File: src/rtl/gmii_pix_pack.sv
`default_nettype none
// ============================================================================
//  Module      : gmii_pix_pack
//  Description : Packs a YUV422 pixel stream into one 48-bit word per pixel,
//                tagged with line and column, for the async GMII TX FIFO.
//                Every forwarded line is written as one contiguous burst of
//                exactly H_ACTIVE words. Short lines are zero-padded and long
//                lines are truncated. Lines that cannot be forwarded are
//                dropped and counted.
//  Ports       : fifo_clk   - pixel clock / FIFO write clock
//                sys_rst    - synchronous active-high reset
//                vsync, de  - video timing (vsync polarity = VS_POL)
//                pix_y/pix_c- luma / alternating Cb,Cr
//                enable     - gate for starting new lines
//                fifo_full  - TX FIFO full
//                fifo_din   - {line,col,pix_c,pix_y,8'h00}
//                fifo_wr_en - FIFO write strobe (falling edge = line ready)
//                ovf_err    - sticky, write suppressed by fifo_full mid-line
//                len_err    - sticky, DE length differed from H_ACTIVE
//                drop_cnt   - saturating count of skipped/aborted lines
//  Revision    : 1.0 - initial release
// ============================================================================
module gmii_pix_pack #(
    parameter int   H_ACTIVE   = 1280,
    parameter int   V_ACTIVE   = 720,
    parameter logic VS_POL     = 1'b1,
    parameter int   LINE_DECIM = 1
) (
    input  logic        fifo_clk,
    input  logic        sys_rst,
    input  logic        vsync,
    input  logic        de,
    input  logic [7:0]  pix_y,
    input  logic [7:0]  pix_c,
    input  logic        enable,
    input  logic        fifo_full,
    output logic [47:0] fifo_din,
    output logic        fifo_wr_en,
    output logic        ovf_err,
    output logic        len_err,
    output logic [15:0] drop_cnt
);

    localparam logic [2:0] c_st_nosync   = 3'd0;
    localparam logic [2:0] c_st_wait_de  = 3'd1;
    localparam logic [2:0] c_st_active   = 3'd2;
    localparam logic [2:0] c_st_pad      = 3'd3;
    localparam logic [2:0] c_st_trunc    = 3'd4;
    localparam logic [2:0] c_st_skip     = 3'd5;
    localparam logic [2:0] c_st_line_end = 3'd6;

    localparam logic [11:0] c_h_last     = 12'(H_ACTIVE - 1);
    localparam logic [11:0] c_v_active   = 12'(V_ACTIVE);
    localparam logic [3:0]  c_decim_last = 4'(LINE_DECIM - 1);

    logic        r_vs, r_vs_d, r_de, r_de_d;
    logic [7:0]  r_py, r_pc;
    logic [2:0]  r_state;
    logic [11:0] r_line, r_col;
    logic [3:0]  r_decim;
    logic        r_vs_pend;

    logic w_vs_rise, w_de_rise;

    assign w_vs_rise = (r_vs == VS_POL) && (r_vs_d != VS_POL);
    assign w_de_rise = r_de && !r_de_d;

    function automatic logic [15:0] sat_inc16(input logic [15:0] v);
        return (v == 16'hFFFF) ? v : v + 16'd1;
    endfunction

    always_ff @(posedge fifo_clk) begin
        if (sys_rst) begin
            r_vs       <= ~VS_POL;
            r_vs_d     <= ~VS_POL;
            r_de       <= 1'b0;
            r_de_d     <= 1'b0;
            r_py       <= 8'h00;
            r_pc       <= 8'h00;
            r_state    <= c_st_nosync;
            r_line     <= 12'd0;
            r_col      <= 12'd0;
            r_decim    <= 4'd0;
            r_vs_pend  <= 1'b0;
            fifo_din   <= 48'h0;
            fifo_wr_en <= 1'b0;
            ovf_err    <= 1'b0;
            len_err    <= 1'b0;
            drop_cnt   <= 16'h0;
        end else begin
            r_vs       <= vsync;
            r_vs_d     <= r_vs;
            r_de       <= de;
            r_de_d     <= r_de;
            r_py       <= pix_y;
            r_pc       <= pix_c;
            fifo_wr_en <= 1'b0;

            case (r_state)
                c_st_nosync: begin
                    if (w_vs_rise) begin
                        r_line    <= 12'd0;
                        r_decim   <= 4'd0;
                        r_vs_pend <= 1'b0;
                        r_state   <= c_st_wait_de;
                    end
                end

                c_st_wait_de: begin
                    if (w_vs_rise) begin
                        r_line  <= 12'd0;
                        r_decim <= 4'd0;
                    end else if (w_de_rise && (r_line < c_v_active)) begin
                        if ((r_decim != 4'd0) || !enable || fifo_full) begin
                            r_state <= c_st_skip;
                            // Decimated lines are intentional, not drops.
                            if (r_decim == 4'd0)
                                drop_cnt <= sat_inc16(drop_cnt);
                        end else begin
                            fifo_wr_en <= 1'b1;
                            fifo_din   <= {r_line, 12'd0, r_pc, r_py, 8'h00};
                            r_col      <= 12'd1;
                            r_state    <= (c_h_last == 12'd0) ? c_st_trunc : c_st_active;
                        end
                    end
                end

                c_st_active, c_st_pad: begin
                    // Frame restart must not split a burst: hold it until line end.
                    if (w_vs_rise)
                        r_vs_pend <= 1'b1;
                    // A new DE while still padding cannot be forwarded.
                    if ((r_state == c_st_pad) && w_de_rise)
                        drop_cnt <= sat_inc16(drop_cnt);
                    if (fifo_full) begin
                        ovf_err  <= 1'b1;
                        drop_cnt <= sat_inc16(drop_cnt);
                        r_state  <= r_de ? c_st_skip : c_st_line_end;
                    end else begin
                        fifo_wr_en <= 1'b1;
                        if ((r_state == c_st_active) && r_de) begin
                            fifo_din <= {r_line, r_col, r_pc, r_py, 8'h00};
                        end else begin
                            // Padding starts on the very cycle DE drops so the
                            // burst stays unbroken.
                            fifo_din <= {r_line, r_col, 24'h0};
                            if (r_state == c_st_active)
                                len_err <= 1'b1;
                        end
                        if (r_col == c_h_last) begin
                            r_state <= ((r_state == c_st_active) && r_de) ? c_st_trunc
                                                                          : c_st_line_end;
                        end else begin
                            r_col <= r_col + 12'd1;
                            if (!r_de)
                                r_state <= c_st_pad;
                        end
                    end
                end

                c_st_trunc, c_st_skip: begin
                    if ((r_state == c_st_trunc) && r_de)
                        len_err <= 1'b1;
                    if (w_vs_rise) begin
                        r_line    <= 12'd0;
                        r_decim   <= 4'd0;
                        r_vs_pend <= 1'b0;
                        r_state   <= c_st_wait_de;
                    end else if (!r_de) begin
                        r_state <= c_st_line_end;
                    end
                end

                c_st_line_end: begin
                    if (r_vs_pend || w_vs_rise) begin
                        r_line  <= 12'd0;
                        r_decim <= 4'd0;
                    end else begin
                        r_line  <= (r_line == 12'hFFF) ? r_line : r_line + 12'd1;
                        r_decim <= (r_decim == c_decim_last) ? 4'd0 : r_decim + 4'd1;
                    end
                    r_vs_pend <= 1'b0;
                    r_state   <= c_st_wait_de;
                end

                default: r_state <= c_st_nosync;
            endcase
        end
    end

endmodule
`default_nettype wire

File: config.mk
export PLATFORM = sky130hd
export DESIGN_NAME = gmii_pix_pack
export DESIGN_NICKNAME = d
export VERILOG_FILES = /design/src/rtl/gmii_pix_pack.sv
export SDC_FILE = /design/constraint.sdc
export NUM_CORES = 1
export LEC_CHECK = 0
export ABC_CLOCK_PERIOD_IN_PS = 2450
export BUFFER_PORTS_ARGS = -buffer_cell sky130_fd_sc_hd__buf_2
export CAP_MARGIN = 30
export CORE_ASPECT_RATIO = 0.5
export CORE_MARGIN = 4
export CORE_UTILIZATION = 48
export DETAILED_ROUTE_END_ITERATION = 16
export PLACE_DENSITY_LB_ADDON = 0.15
export SYNTH_ARGS = -nofsm -noshare
export SYNTH_HDL_FRONTEND = slang
export SYNTH_SLANG_ARGS = --single-unit
File: constraint.sdc
create_clock -name fifo_clk -period 2.45 [get_ports fifo_clk]
set_clock_uncertainty 0.15 [all_clocks]
set_input_delay 0.49 -clock fifo_clk [delete_from_list [all_inputs] [get_ports fifo_clk]]
set_output_delay 0.49 -clock fifo_clk [all_outputs]
set_load 0.05 [all_outputs]
==> impl_results.html, run 1 <==
<table>
<tr><th>Metric</th><th>Value</th></tr>
<tr><th colspan="2">Outcome</th></tr>
<tr><td>Run status</td><td>finished, final reports clean</td></tr>
<tr><th colspan="2">Logic synthesis</th></tr>
<tr><td>Number of synthesized flops with an enable pin</td><td>0</td></tr>
<tr><td>Mean Syn Cell Area</td><td>between 9 and 10 um2</td></tr>
<tr><td>Count of yosys warnings during synthesis</td><td>0</td></tr>
<tr><td>Cell type with the highest aggregate area in the netlist</td><td>dfxtp_1</td></tr>
<tr><td>Number of synthesized register bits</td><td>~110</td></tr>
<tr><td>Cells after Synth</td><td>555</td></tr>
<tr><td>Proportion of synthesized flip-flops having asynchronous set or reset</td><td>0%</td></tr>
<tr><td>Post-synthesis simple-gate area fraction</td><td>about 23%</td></tr>
<tr><td>Synth Area in Compound Gates</td><td>roughly a quarter</td></tr>
<tr><td>XOR/XNOR share of the synthesized area</td><td>0%</td></tr>
<tr><td>Portion of netlist area occupied by mux cells</td><td>roughly 1.3%</td></tr>
<tr><td>Synth Flop Type</td><td>dfxtp_1</td></tr>
<tr><td>Area share of fa/ha/maj cells after synthesis</td><td>around 1.2%</td></tr>
<tr><td>Proportion of synthesized chip area in sequential cells</td><td>between 40 and 50%</td></tr>
<tr><td>Post-Synthesis Cell Area</td><td>between 5000 and 6000 um2</td></tr>
<tr><td>Distinct cells, synth</td><td>66</td></tr>
<tr><td>Main combinational cell family by area after synthesis</td><td>compound AO/OA/AOI/OAI gates</td></tr>
<tr><td>Post-synth top area share</td><td>about 44%</td></tr>
<tr><td>Leading post-synthesis cells by cell area</td><td>dfxtp_1 44%, a21oi_1 6.0%, a22o_1 4.0%</td></tr>
<tr><th colspan="2">Die</th></tr>
<tr><td>Core region area</td><td>~10,000 um2</td></tr>
<tr><td>Initial Util</td><td>~49%</td></tr>
<tr><td>Number of cell rows</td><td>26</td></tr>
<tr><td>Horizontal die dimension</td><td>153 um</td></tr>
<tr><td>Chip Height</td><td>about 80 um</td></tr>
<tr><td>I/O pins</td><td>between 80 and 90</td></tr>
<tr><td>Die area</td><td>between 10,000 and 15,000 um2</td></tr>
<tr><th colspan="2">Timing</th></tr>
<tr><td>Number of failing setup endpoints in the final timing report</td><td>0</td></tr>
<tr><td>Highest Clock Rate</td><td>~450 MHz</td></tr>
<tr><td>RSZ-0062 raised after global routing</td><td>no</td></tr>
<tr><td>Hold Vio Cnt, Final</td><td>0</td></tr>
<tr><td>Period utilisation layout</td><td>91.2%</td></tr>
<tr><td>Pin slew with the least headroom to its limit</td><td>just under 0.9 ns</td></tr>
<tr><td>Final slew viol count</td><td>0</td></tr>
<tr><td>Setup total negative slack</td><td>0 ns</td></tr>
<tr><td>Relative slew margins</td><td>roughly two fifths</td></tr>
<tr><td>Final Critical Period</td><td>around 2.2 ns</td></tr>
<tr><th colspan="2">Clock network</th></tr>
<tr><td>Latest clock arrival within the worst-skew pair</td><td>~0.35 ns</td></tr>
<tr><td>Post-cts resize count</td><td>0</td></tr>
<tr><td>Clock Sinks</td><td>111</td></tr>
<tr><td>Clock buffers created by TritonCTS</td><td>9</td></tr>
<tr><td>Root buffer cell</td><td>clkbuf_16</td></tr>
<tr><td>TritonCTS clock tree</td><td>done</td></tr>
<tr><td>Deepest clock path buffer count</td><td>2</td></tr>
<tr><td>Reg clk slew, reported paths</td><td>around 0.070 ns</td></tr>
<tr><td>Post-CTS Repair Setup Buffers</td><td>0</td></tr>
<tr><td>CTS H-Tree Depth</td><td>3</td></tr>
<tr><th colspan="2">Layout</th></tr>
<tr><td>Leading cell type in the layout, fill and taps excluded</td><td>dfxtp_1</td></tr>
<tr><td>Final Util</td><td>58.2%</td></tr>
<tr><td>Count of inserted antenna diode cells</td><td>0</td></tr>
<tr><td>Area growth syn-to-layout</td><td>18.2%</td></tr>
<tr><td>Most frequent cells in the layout</td><td>111 x dfxtp_1, 80 x buf_2, 60 x a21oi_1, 36 x nand3_1, 33 x o21ai_0</td></tr>
<tr><td>Number of nets in the layout</td><td>~660</td></tr>
<tr><td>Fillers</td><td>about 930</td></tr>
<tr><td>Fraction of final layout cells sized beyond drive strength 1</td><td>23.9%</td></tr>
<tr><th colspan="2">Min path</th></tr>
<tr><td>Number of cells on the worst hold path</td><td>2</td></tr>
<tr><td>Path class of the lowest-slack min-delay path</td><td>input port to flip-flop</td></tr>
<tr><td>Hold endpoint</td><td>r_pc[0]$_SDFF_PP0_</td></tr>
<tr><td>Worst min-delay path startpoint</td><td>pix_c[0]</td></tr>
<tr><th colspan="2">Global routing</th></tr>
<tr><td>Global-route usage over all layers</td><td>20.7%</td></tr>
<tr><td>Largest net degree at the start of global routing</td><td>37</td></tr>
<tr><td>Global-route wire length before repair</td><td>roughly 21 mm</td></tr>
<tr><td>Initial antenna violation count</td><td>0</td></tr>
<tr><td>Via count of the first global-routing pass</td><td>around 4,100</td></tr>
<tr><td>GR Overflow Total</td><td>0</td></tr>
<tr><th colspan="2">Critical path</th></tr>
<tr><td>Cell family with most CP delay</td><td>compound AO/OA/AOI/OAI gates</td></tr>
<tr><td>Crit path largest cell delay</td><td>approximately 0.43 ns</td></tr>
<tr><td>Reg2Reg Depth</td><td>6</td></tr>
<tr><td>Crit-path cells</td><td>ha_1 &gt; and3_1 &gt; a31oi_4 &gt; o21ai_1 &gt; or4_1 &gt; a21oi_1</td></tr>
<tr><td>Worst Setup Path Type</td><td>flip-flop to flip-flop</td></tr>
<tr><td>Kind of end point of the critical path</td><td>flip-flop</td></tr>
<tr><td>Worst endpoint required time</td><td>between 2 and 3 ns</td></tr>
<tr><td>Highest net fanout along the worst path</td><td>10</td></tr>
<tr><td>Flop2flop setup slack</td><td>about 0.22 ns</td></tr>
<tr><td>Worst Path Arrival</td><td>2.37 ns</td></tr>
<tr><td>Reg-to-Reg Start</td><td>r_col[0]$_SDFFE_PP0P_</td></tr>
<tr><td>Critical path's slowest cell</td><td>or4_1</td></tr>
<tr><td>Crit path launch type</td><td>flip-flop</td></tr>
<tr><td>Endpoint of the lowest-slack register-to-register path</td><td>r_col[8]$_SDFFE_PP0P_</td></tr>
<tr><td>Number of buffers and inverters on the critical path</td><td>0</td></tr>
<tr><th colspan="2">Place</th></tr>
<tr><td>Quantity of I/O buffers inserted on ports</td><td>80</td></tr>
<tr><td>Detailed placement HPWL</td><td>around 8.7 mm</td></tr>
<tr><td>Routability cong.</td><td>0.881</td></tr>
<tr><th colspan="2">Routing</th></tr>
<tr><td>DRT Wirelength</td><td>roughly 12 mm</td></tr>
<tr><td>Number of nets with antenna violations after detailed routing</td><td>0</td></tr>
<tr><td>Vias per cell</td><td>5.76</td></tr>
<tr><td>DRT Pass-1 Iters</td><td>5</td></tr>
<tr><td>Average detailed-routed wire length per instance</td><td>about 16 um</td></tr>
<tr><td>DRC violation total after the first TritonRoute iteration</td><td>480</td></tr>
<tr><td>Final routed DRC violation total</td><td>0</td></tr>
<tr><td>Routed via count</td><td>roughly 4,500</td></tr>
<tr><th colspan="2">Power</th></tr>
<tr><td>Power per standard cell area</td><td>about 850 nW/um2</td></tr>
<tr><td>Leakage power figure</td><td>approximately 2.3 nW</td></tr>
<tr><td>Worst voltage drop across the vdd grid</td><td>roughly 380 uV</td></tr>
<tr><th colspan="2">Job</th></tr>
<tr><td>Maximum Capacitance Violations</td><td>0</td></tr>
</table>
layer usage:
layer | vias up | global-route usage (%) | part of all wire [%]
met5 | - | 0 | 0
met4 | 0 | 5.16 | 1.1
met2 | 152 | 32.5 | 43
met1 | 2098 | 29.0 | 50
met3 | 14 | 4.68 | 6.2
li1 | 2231 | - | -
cell families after synthesis:
family	count (synthesis)
and+or+nand+nor	196
AOI/OAI and AO/OA	181
DFF	111
buffers and inverters	55
muxes	6
adders and majority gates	5
other	1
sequential cells by signal, summed over array words and instances (netlist names):
register and count:
r_de_d 1, fifo_wr_en 1, r_decim 4, r_pc 8
r_vs 1, r_vs_pend 1, len_err 1, drop_cnt 16
r_py 8, r_col 12, ovf_err 1, r_vs_d 1
r_line 12, fifo_din 40, r_state 3, r_de 1
worst max-delay path by stage:
stage               cells past startpoint                startpoint                        end
detailed placement                      6                 fifo_full  fifo_din[11]$_SDFFE_PP0P_
finish                                  6     r_col[0]$_SDFFE_PP0P_      r_col[8]$_SDFFE_PP0P_
floorplan                               5  drop_cnt[3]$_SDFFE_PP0P_  drop_cnt[10]$_SDFFE_PP0P_
CTS                                     7   r_decim[0]$_SDFFE_PP0P_  fifo_din[11]$_SDFFE_PP0P_
global route                            7   r_decim[0]$_SDFFE_PP0P_   fifo_din[9]$_SDFFE_PP0P_
global placement                        6                 fifo_full  fifo_din[20]$_SDFFE_PP0P_
area by class of cell:
| class | instances | area (um2) | area share (%) |
|---|---|---|---|
| clock buffer | 10 | 239 | 4.02 |
| clock inverter | 6 | 75.1 | 1.26 |
| inverter | 5 | 18.8 | 0.316 |
| multi-input combinational | 396 | 2540 | 42.7 |
| sequential | 111 | 2220 | 37.4 |
| tap | 140 | 175 | 2.95 |
| timing repair buffer | 113 | 673 | 11.3 |
worst reg2reg max path, stage by stage (launching register included):
cell and delay, ns:
dfxtp_1 0.35, ha_1 0.26, and3_1 0.24, a31oi_4 0.37, o21ai_1 0.22, or4_1 0.43, a21oi_1 0.15
cell usage after synthesis, drive strengths merged, types with 6 or more instances:
| master | number |
|---|---|
| dfxtp | 111 |
| a21oi | 61 |
| buf | 37 |
| o21ai | 37 |
| nand3 | 36 |
| nand2 | 29 |
| nor2 | 28 |
| nor2b | 27 |
| a22o | 23 |
| o31ai | 15 |
| clkbuf | 13 |
| or4 | 12 |
| nand4 | 10 |
| a311oi | 8 |
| a31oi | 8 |
| and3 | 8 |
| nor3 | 8 |
| and4 | 6 |
| nor4 | 6 |
stage by stage:
stage	instances	hold slack, ns	power [W]	setup WS [ns]	cell area, um2
2_1_floorplan	562	0.276	0.00316	0.178	5050
3_3_place_gp	765	0.277	0.00356	0.158	5630
3_5_place_dp	765	0.284	0.00356	0.122	5630
4_1_cts	781	0.185	0.00509	0.122	5940
5_1_grt	781	0.190	0.00533	0.0152	5940
6_report	781	0.195	0.00506	0.215	5940
power breakdown:
group / internal (W) / switching [W] / total (W)
Combinational: 0.000477 / 0.00108 / 0.00156
Sequential: 0.00191 / 0.0000696 / 0.00198
Clock: 0.000838 / 0.000686 / 0.00152
Total: 0.00322 / 0.00184 / 0.00506
what timing repair did:
item / 4_1_cts / 5_1_grt
hold buffers: 0 / 0
endpoints found under the hold margin: 0 / 0
setup endpoints to repair: 0 / 16
No activity file was read; power rests on OpenSTA's default activity.
==> run 2: changes to the inputs <==
- CORE_MARGIN: 4 -> 2
==> impl_results.html, run 2 (same netlist as run 1, synthesis figures left out) <==
<table>
<tr><th>Metric</th><th>Value</th></tr>
<tr><th colspan="2">Timing</th></tr>
<tr><td>Highest Clock Rate</td><td>440 MHz (was 447 MHz)</td></tr>
<tr><td>Final slew viol count</td><td>0 (unchanged)</td></tr>
<tr><td>Setup total negative slack</td><td>0 ns (unchanged)</td></tr>
<tr><td>Number of failing setup endpoints in the final timing report</td><td>0 (unchanged)</td></tr>
<tr><td>Worst hold slack</td><td>0.189 ns (was 0.195 ns)</td></tr>
<tr><td>Pin slew with the least headroom to its limit</td><td>0.624 ns (was 0.889 ns)</td></tr>
<tr><td>Period utilisation layout</td><td>92.8% (was 91.2%)</td></tr>
<tr><td>RSZ-0062 raised after global routing</td><td>no (unchanged)</td></tr>
<tr><td>Final Critical Period</td><td>2.27 ns (was 2.23 ns)</td></tr>
<tr><td>Relative slew margins</td><td>57.8% (was 40.3%)</td></tr>
<tr><td>Hold Vio Cnt, Final</td><td>0 (unchanged)</td></tr>
<tr><th colspan="2">Clock network</th></tr>
<tr><td>Clock Sinks</td><td>111 (unchanged)</td></tr>
<tr><td>Post-cts resize count</td><td>0 (unchanged)</td></tr>
<tr><td>CTS H-Tree Depth</td><td>3 (unchanged)</td></tr>
<tr><td>Hold-fix buffers at CTS</td><td>0 (unchanged)</td></tr>
<tr><td>Deepest clock path buffer count</td><td>2 (unchanged)</td></tr>
<tr><td>Latest clock arrival within the worst-skew pair</td><td>0.35 ns (about the same)</td></tr>
<tr><td>Reg clk slew, reported paths</td><td>0.08 ns (was 0.07 ns)</td></tr>
<tr><td>Post-CTS Repair Setup Buffers</td><td>0 (unchanged)</td></tr>
<tr><td>Clock buffers created by TritonCTS</td><td>9 (unchanged)</td></tr>
<tr><td>TritonCTS clock tree</td><td>done (unchanged)</td></tr>
<tr><td>Root buffer cell</td><td>clkbuf_16 (unchanged)</td></tr>
<tr><th colspan="2">Global routing</th></tr>
<tr><td>Met1 Usage GRT</td><td>31.4% (was 29.0%)</td></tr>
<tr><td>GR Overflow Total</td><td>0 (unchanged)</td></tr>
<tr><td>Global-route wire length before repair</td><td>20.4 mm (was 20.9 mm)</td></tr>
<tr><td>Via count of the first global-routing pass</td><td>3,996 (was 4,097)</td></tr>
<tr><td>Busiest layer in global routing</td><td>met2 (unchanged)</td></tr>
<tr><td>Met2 capacity usage during global routing</td><td>33.4% (was 32.5%)</td></tr>
<tr><td>Met3 capacity usage during global routing</td><td>6.11% (was 4.68%)</td></tr>
<tr><td>Global-route usage over all layers</td><td>22.1% (was 20.7%)</td></tr>
<tr><td>Initial antenna violation count</td><td>0 (unchanged)</td></tr>
<tr><td>Largest net degree at the start of global routing</td><td>60 (was 37)</td></tr>
<tr><th colspan="2">Routing</th></tr>
<tr><td>Routed via count</td><td>4,486 (was 4,495)</td></tr>
<tr><td>Final routed DRC violation total</td><td>0 (unchanged)</td></tr>
<tr><td>Number of nets with antenna violations after detailed routing</td><td>0 (unchanged)</td></tr>
<tr><td>DRC violation total after the first TritonRoute iteration</td><td>354 (was 480)</td></tr>
<tr><td>Average detailed-routed wire length per instance</td><td>15.8 um (was 15.9 um)</td></tr>
<tr><td>DRT Wirelength</td><td>12.2 mm (was 12.5 mm)</td></tr>
<tr><td>DRT Pass-1 Iters</td><td>5 (unchanged)</td></tr>
<tr><td>Vias per cell</td><td>5.81 (was 5.76)</td></tr>
<tr><th colspan="2">Layout</th></tr>
<tr><td>Largest regs</td><td>fifo_din x40, drop_cnt x16 (unchanged)</td></tr>
<tr><td>Area growth syn-to-layout</td><td>17.4% (was 18.2%)</td></tr>
<tr><td>Fraction of final layout cells sized beyond drive strength 1</td><td>22.8% (was 23.9%)</td></tr>
<tr><td>Biggest register</td><td>fifo_din (unchanged)</td></tr>
<tr><td>Most frequent cells in the layout</td><td>111 x dfxtp_1, 80 x buf_2, 60 x a21oi_1, 36 x nand3_1, 33 x o21ai_0 (unchanged)</td></tr>
<tr><td>Count of inserted antenna diode cells</td><td>0 (unchanged)</td></tr>
<tr><td>Leading cell type in the layout, fill and taps excluded</td><td>dfxtp_1 (unchanged)</td></tr>
<tr><td>Max reg flops</td><td>40 (unchanged)</td></tr>
<tr><td>Number of nets in the layout</td><td>654 (was 663)</td></tr>
<tr><th colspan="2">Critical path</th></tr>
<tr><td>Reg2Reg Depth</td><td>8 (was 6)</td></tr>
<tr><td>Crit path largest cell delay</td><td>0.50 ns (was 0.43 ns)</td></tr>
<tr><td>Worst Path Arrival</td><td>2.41 ns (was 2.37 ns)</td></tr>
<tr><td>Number of logic stages on the critical path including buffering</td><td>8 (was 6)</td></tr>
<tr><td>Worst Setup Path Type</td><td>flip-flop to flip-flop (unchanged)</td></tr>
<tr><td>Critical path's slowest cell</td><td>or4_1 (unchanged)</td></tr>
<tr><td>Number of buffers and inverters on the critical path</td><td>2 (was 0)</td></tr>
<tr><td>Highest net fanout along the worst path</td><td>35 (was 10)</td></tr>
<tr><td>Crit path launch type</td><td>flip-flop (unchanged)</td></tr>
<tr><td>Cell family with most CP delay</td><td>simple AND/OR/NAND/NOR gates (was compound AO/OA/AOI/OAI gates)</td></tr>
<tr><td>Kind of end point of the critical path</td><td>flip-flop (unchanged)</td></tr>
<tr><td>Worst endpoint required time</td><td>2.58 ns (about the same)</td></tr>
<tr><td>Crit-path cells</td><td>inv_1 &gt; ha_1 &gt; nor3b_2 &gt; and3_1 &gt; a211oi_4 &gt; buf_12 &gt; or4_1 &gt; a21oi_1 (was ha_1 &gt; and3_1 &gt; a31oi_4 &gt; o21ai_1 &gt; or4_1 &gt; a21oi_1)</td></tr>
<tr><th colspan="2">Power</th></tr>
<tr><td>Leakage power figure</td><td>2.23 nW (was 2.27 nW)</td></tr>
<tr><td>Worst voltage drop across the vdd grid</td><td>441 uV (was 379 uV)</td></tr>
<tr><td>Power per standard cell area</td><td>863 nW/um2 (was 851 nW/um2)</td></tr>
<tr><th colspan="2">Die</th></tr>
<tr><td>I/O pins</td><td>89 (unchanged)</td></tr>
<tr><td>Chip Height</td><td>76.4 um (was 80.4 um)</td></tr>
<tr><td>Die area</td><td>11,400 um2 (was 12,300 um2)</td></tr>
<tr><td>Horizontal die dimension</td><td>149 um (was 153 um)</td></tr>
<tr><td>Initial Util</td><td>49.3% (was 49.2%)</td></tr>
<tr><td>Number of cell rows</td><td>26 (unchanged)</td></tr>
<tr><td>Core region area</td><td>10,200 um2 (about the same)</td></tr>
<tr><th colspan="2">Place</th></tr>
<tr><td>Detailed placement HPWL</td><td>8.27 mm (was 8.70 mm)</td></tr>
<tr><td>Routability cong.</td><td>0.857 (was 0.881)</td></tr>
<tr><td>Quantity of I/O buffers inserted on ports</td><td>80 (unchanged)</td></tr>
<tr><th colspan="2">Min path</th></tr>
<tr><td>Number of cells on the worst hold path</td><td>2 (unchanged)</td></tr>
<tr><td>Path class of the lowest-slack min-delay path</td><td>input port to flip-flop (unchanged)</td></tr>
<tr><th colspan="2">Job</th></tr>
<tr><td>Maximum Capacitance Violations</td><td>0 (unchanged)</td></tr>
<tr><th colspan="2">Outcome</th></tr>
<tr><td>Run status</td><td>finished, final reports clean (unchanged)</td></tr>
</table>
[run 2: metal layers]
metal  vias to the layer above  part of all wire, %
li1                       2220                    -
met1                      2107                   50
met2                       144                   43
met3                        15                  6.0
met4                         0                 0.95
met5                         -                    0
[run 2: worst paths after layout]
kind / start / to / slack, ns
hold reg to reg: r_py[7]$_SDFF_PP0_ / fifo_din[15]$_SDFFE_PP0P_ / 0.30
hold / removal: pix_c[7] / r_pc[7]$_SDFF_PP0_ / 0.19
setup / recovery: r_decim[0]$_SDFFE_PP0P_ / r_col[8]$_SDFFE_PP0P_ / 0.18
setup reg to reg: r_decim[0]$_SDFFE_PP0P_ / r_col[8]$_SDFFE_PP0P_ / 0.18
[run 2: final cells by class]
| cell class | count | area (um2) |
|---|---|---|
| inverter | 5 | 18.8 |
| sequential | 111 | 2220 |
| clock inverter | 6 | 76.3 |
| tap | 140 | 175 |
| multi-input combinational | 396 | 2540 |
| timing repair buffer | 104 | 631 |
| clock buffer | 10 | 239 |
| fill | 933 | 4280 |
[run 2: metrics by stage]
stage               utilization, %  std cells  total power (W)  instance area (um2)  setup slack, ns
floorplan                        -        562          0.00316                 5050            0.178
global placement              54.8        756          0.00355                 5580            0.255
detailed placement            54.8        756          0.00357                 5580            0.201
CTS                           57.9        772          0.00511                 5900            0.186
global route                  57.9        772          0.00535                 5900           0.0461
finish                        57.9        772          0.00509                 5900            0.175
[run 2: where the power goes]
part	switching, W	internal, W
Clock	0.000705	0.000840
Sequential	0.0000754	0.00191
Combinational	0.00108	0.000488
Total	0.00186	0.00323
